**src/rtl/inv_sub_bytes_seq.sv**
```systemverilog
// -----------------------------------------------------------------------------
// inv_sub_bytes_seq
//   Iterative AES inverse-SubBytes engine. LANES combinational inverse S-boxes
//   are reused over the 16 bytes of one 128-bit state, LANES bytes per cycle,
//   so a state takes N = 16/LANES cycles in SUB. One state is in flight at a
//   time; a new one may be accepted in the same cycle the result is consumed.
//
// Parameters
//   LANES      inverse S-box instances (1, 2, 4, 8 or 16)
//
// Ports
//   clk        rising-edge clock
//   rst        asynchronous, active-high reset
//   clear      synchronous abort back to IDLE (src/res untouched)
//   in_valid   data_in is valid
//   in_ready   block accepts data_in this cycle (combinational on out_ready)
//   data_in    state to transform, byte k = data_in[8k+7:8k]
//   out_valid  data_out holds a completed result
//   out_ready  downstream consumes data_out
//   data_out   result, byte k = InvSBox(source byte k)
//   busy       high while in SUB or DONE
// -----------------------------------------------------------------------------
module inv_sub_bytes_seq #(
  parameter int LANES = 4
) (
  input  logic         clk,
  input  logic         rst,
  input  logic         clear,
  input  logic         in_valid,
  output logic         in_ready,
  input  logic [127:0] data_in,
  output logic         out_valid,
  input  logic         out_ready,
  output logic [127:0] data_out,
  output logic         busy
);

  localparam int N  = 16 / LANES;
  localparam int CW = (N > 1) ? $clog2(N) : 1;
  localparam logic [CW-1:0] CNT_LAST = CW'(N - 1);

  typedef enum logic [1:0] {
    IDLE,
    SUB,
    DONE
  } state_e;

  state_e         state_q;
  logic [CW-1:0]  cnt_q;
  logic [127:0]   src_q;
  logic [127:0]   res_q;
  logic [127:0]   res_d;

  // GF(2^8) multiply modulo x^8 + x^4 + x^3 + x + 1.
  function automatic logic [7:0] gf_mul(input logic [7:0] a, input logic [7:0] b);
    logic [7:0] p;
    logic [7:0] aa;
    // NOTE: blocking assignments are correct here: this is combinational
    // scratch math inside a function, not clocked state.
    p  = 8'h00;
    aa = a;
    for (int i = 0; i < 8; i++) begin
      if (b[i]) p = p ^ aa;
      aa = {aa[6:0], 1'b0} ^ (aa[7] ? 8'h1b : 8'h00);
    end
    return p;
  endfunction

  // Multiplicative inverse as a^254 (maps 0 to 0, as AES requires).
  function automatic logic [7:0] gf_inv(input logic [7:0] a);
    logic [7:0] p;
    logic [7:0] r;
    p = a;
    r = 8'h01;
    for (int i = 1; i < 8; i++) begin
      p = gf_mul(p, p);   // a^(2^i)
      r = gf_mul(r, p);   // accumulates a^(2+4+...+128)
    end
    return r;
  endfunction

  // Inverse S-box: undo the affine map (rotl 1, 3, 6 plus 0x05), then invert.
  function automatic logic [7:0] inv_sbox(input logic [7:0] s);
    logic [7:0] b;
    b = {s[6:0], s[7]} ^ {s[4:0], s[7:5]} ^ {s[1:0], s[7:2]} ^ 8'h05;
    return gf_inv(b);
  endfunction

  // Lane j rewrites byte cnt*LANES+j of res; all other bytes hold.
  always_comb begin : lane_mux
    logic [3:0] idx;
    // NOTE: defaulting every variable first keeps this block free of latches.
    res_d = res_q;
    idx   = '0;
    for (int j = 0; j < LANES; j++) begin
      idx = 4'(int'(cnt_q) * LANES + j);
      res_d[{idx, 3'b000} +: 8] = inv_sbox(src_q[{idx, 3'b000} +: 8]);
    end
  end

  always_ff @(posedge clk or posedge rst) begin
    // NOTE: src/res are plain registers (not a RAM), so they are reset to give
    // a defined data_out of zero out of reset.
    if (rst) begin
      state_q <= IDLE;
      cnt_q   <= '0;
      src_q   <= '0;
      res_q   <= '0;
    end else if (clear) begin
      // Abort drops the state in flight but leaves src/res as they are.
      state_q <= IDLE;
      cnt_q   <= '0;
    end else begin
      unique case (state_q)
        IDLE: begin
          if (in_valid) begin
            src_q   <= data_in;
            cnt_q   <= '0;
            state_q <= SUB;
          end
        end
        SUB: begin
          res_q <= res_d;
          if (cnt_q == CNT_LAST) begin
            cnt_q   <= '0;
            state_q <= DONE;
          end else begin
            cnt_q <= cnt_q + CW'(1);
          end
        end
        DONE: begin
          if (out_ready) begin
            if (in_valid) begin
              // Back-to-back acceptance removes the IDLE bubble.
              src_q   <= data_in;
              cnt_q   <= '0;
              state_q <= SUB;
            end else begin
              state_q <= IDLE;
            end
          end
        end
        default: state_q <= IDLE;
      endcase
    end
  end

  assign out_valid = (state_q == DONE);
  assign busy      = (state_q != IDLE);
  assign data_out  = res_q;
  assign in_ready  = !clear &&
                     ((state_q == IDLE) || ((state_q == DONE) && out_ready));

endmodule

```
**config.mk**
```make
export PLATFORM = sky130hd
export DESIGN_NAME = inv_sub_bytes_seq
export DESIGN_NICKNAME = d
export VERILOG_FILES = /design/src/rtl/inv_sub_bytes_seq.sv
export SDC_FILE = /design/constraint.sdc
export NUM_CORES = 2
export LEC_CHECK = 0
export BUFFER_PORTS_ARGS = -buffer_cell sky130_fd_sc_hd__buf_2
export CAP_MARGIN = 20
export CORE_MARGIN = 2
export CORE_UTILIZATION = 40
export CTS_CLUSTER_SIZE = 25
export DETAILED_ROUTE_END_ITERATION = 8
export SLEW_MARGIN = 20
export SYNTH_ARGS = -nofsm -noshare
export SYNTH_HDL_FRONTEND = slang
export SYNTH_SLANG_ARGS = --single-unit
```
**constraint.sdc**
```tcl
create_clock -name clk -period 19.9 [get_ports clk]
set_input_delay 0 -clock clk [delete_from_list [all_inputs] [get_ports clk]]
set_output_delay 0 -clock clk [all_outputs]
set_load 0.01 [all_outputs]
```
==> flow_summary_export.csv <==
group,metric,value,unit
sta,post-route-min-period,18.43,ns
yosys,synthCells,8271,
sta,setup_tns,0,ns
drt,wl,183000,um
yosys,async_flop_share,1.00,
yosys,yosysWarnings,0,
clock_network,clk_path_buf_depth,3,
yosys,synth_edf_count,0,
yosys,syn_avg_cell_area,7.62,um^2
floorplan,chipHeight,401,um
yosys,synth.largest_area_cell,"xnor2_1",
yosys,synth_cell_types,124,
sta,slew_headroom,0.231,
clock_network,clk_pin_slew,0.06,ns
setup_path,crit_top_cell,"xnor2_1",
sta,finalSetupViolCount,0,
setup_path,max_stage_delay,0.80,ns
yosys,syn_nets,8432,
yosys,synth_area_leaders,"xnor2_1 (26%), dfrtp_1 (10%), nor2_1 (6.9%)",
global_route,globalRouteTotalUtil,0.216,
outcome,status,"complete, no violations",
yosys,synth.yosys.seq_area_share,0.103,
setup_path,required,20.35,ns
flow_run,maxCapViolations,0,
yosys,synthTopCellsByCount,"xnor2_1 (1840), nor2_1 (1152), nand2_1 (841)",
sta,skew,0.0142,ns
yosys,synth_top_area_frac,0.256,
global_route,grt_max_degree,163,
setup_path,critical_path_class,"reg -> reg",
global_route,grt_remaining_overflow,0,
sta,hold_viol_final,0,
drt,post_drt_wl_per_cell,17.5,um
cells_and_area,nets,8562,
drt,drt_iter0_markers,4737,
setup_path,reg2reg_slack,1.47,ns
yosys,syn_area,63000,um^2
drt,detail-route-antenna-nets,0,
floorplan,die_w,401,um
setup_path,r2r_cells,56,
sta,fin_crit_sh,0.926,
floorplan,dieArea,161000,um^2
floorplan,core,156000,um^2
global_route,antenna_found_initial,0,
setup_path,crit_path_top_delay_cell,"mux4_2",
global_route,grt_pass1_wl,296000,um
global_route,grt_pass1_vias,54500,
cells_and_area,num_antenna_cells,0,
cells_and_area,area_growth,8.99,%
drt,dr.pass1.iters,6,
clock_network,post_cts_buffers,0,
clock_network,clock-sinks,260,
clock_network,cts_made_buffers,27,
sta,fmax,54.3,MHz
drt,via_count,57600,
sta,drv_slew,0,
sta,rsz0062_at_grt,"false",
setup_path,worst_setup_path_end_kind,"register",
setup_path,cp-start-kind,"register",
yosys,yosysMostFrequentCell,"xnor2_1",
placed_design,io_buffers,263,
placed_design,place_hpwl,134000,um
floorplan,rows,145,
min_path,hold_path_class,"in -> async",
clock_network,clk_latency,0.61,ns
cells_and_area,drive_gt1_frac,0.134,
floorplan,start_util,0.403,
clock_network,htreeDepth,1,
drt,routed_via_density,5.50,
setup_path,crit_fanout,22,
clock_network,cts-root-buf,"clkbuf_16",
floorplan,boundaryPins,264,
yosys,ys_ff_latch,260,
yosys,yosys_most_used_dff,"dfrtp_1",
placed_design,gp_congestion,0.885,
clock_network,tritoncts,"yes",
sta,tightest_slew,1.15,ns
setup_path,cp.arrival,18.88,ns
drt,drcViolationCount,0,
-- placed cells by master, fill, tap and decap left out, types with 168 or more instances in the layout --
master	synthesis	routed
xnor2_2	132	175
o21ai_0	391	391
buf_4	47	250
nand2_1	841	840
nor3_1	174	173
a21oi_1	474	474
mux2i_1	168	168
dfrtp_1	260	258
nor2_1	1152	1151
xor2_1	486	474
buf_2	94	263
xnor2_1	1840	1795
-- cells by family after synthesis --
| group | after synthesis | synth area share |
|---|---|---|
| xor+xnor | 2652 | 0.426 |
| flops | 260 | 0.103 |
| compound gates | 1636 | 0.164 |
| mux | 365 | 0.0688 |
| fa+ha+maj | 31 | 0.00603 |
| buf+inv | 676 | 0.0526 |
| simple gates | 2651 | 0.180 |
-- layer usage --
layer | vias to the layer above | GRT usage | routed length, um
met2 | 1690 | 0.373 | 87800
met1 | 27600 | 0.296 | 83400
met4 | 0 | 0.0327 | 2430
met5 | - | 0 | 0
li1 | 28200 | - | -
met3 | 185 | 0.0194 | 9510
-- stage by stage --
step	area, um^2	setup WS [ns]	hold slack (ns)	util	std cells
final	68700	1.47	0.0896	0.439	10500
after global routing	68700	0.0454	0.135	0.439	10500
after CTS	68600	1.26	0.0967	0.439	10500
after detailed placement	66400	1.32	0.195	0.425	10300
after global placement	66400	1.41	0.195	0.425	10300
after floorplan	63000	4.90	0.0579	-	8271
-- cell type report --
| type | count | area, um^2 |
|---|---|---|
| Multi-Input combinational cell | 7335 | 53700 |
| Inverter | 130 | 495 |
| Sequential cell | 260 | 6510 |
| Clock inverter | 12 | 116 |
| Fill cell | 15700 | 87700 |
| Timing Repair Buffer | 647 | 4540 |
| Tap cell | 2058 | 2570 |
| Clock buffer | 38 | 757 |
-- critical path: cells and delay by family, from the launching register on --
family / cells / cell delay, ns
buf+inv: 4 / 1.09
mux: 2 / 0.98
compound gates: 6 / 1.11
flops: 1 / 0.63
fa+ha+maj: 1 / 0.54
xor+xnor: 35 / 12.18
simple gates: 8 / 1.66
-- state kept, by name, indices dropped and copies added (netlist names) --
name / flops
state_q: 2
data_out: 128
src_q: 128
cnt_q: 2
-- path summary, 6_finish.rpt --
check / endpoint / startpoint
min reg2reg: data_out[37]$_DFFE_PP0P_ / data_out[37]$_DFFE_PP0P_
max reg2reg: data_out[84]$_DFFE_PP0P_ / cnt_q[0]$_DFFE_PP0P_
max: data_out[84]$_DFFE_PP0P_ / cnt_q[0]$_DFFE_PP0P_
min in group clk: src_q[69]$_DFFE_PP0P_ / data_in[69]
min: data_out[83]$_DFFE_PP0P_ / rst
max in group asynchronous: src_q[102]$_DFFE_PP0P_ / rst
-- repair_timing --
item / CTS / global route
endpoints found under the hold margin: 230 / 0
setup endpoints to repair: 0 / 9
resized for setup: 0 / 3
hold buffers: 133 / 0
Power is not shown: default switching activity piles up to over one toggle a cycle in this logic, so the estimate is an artifact.
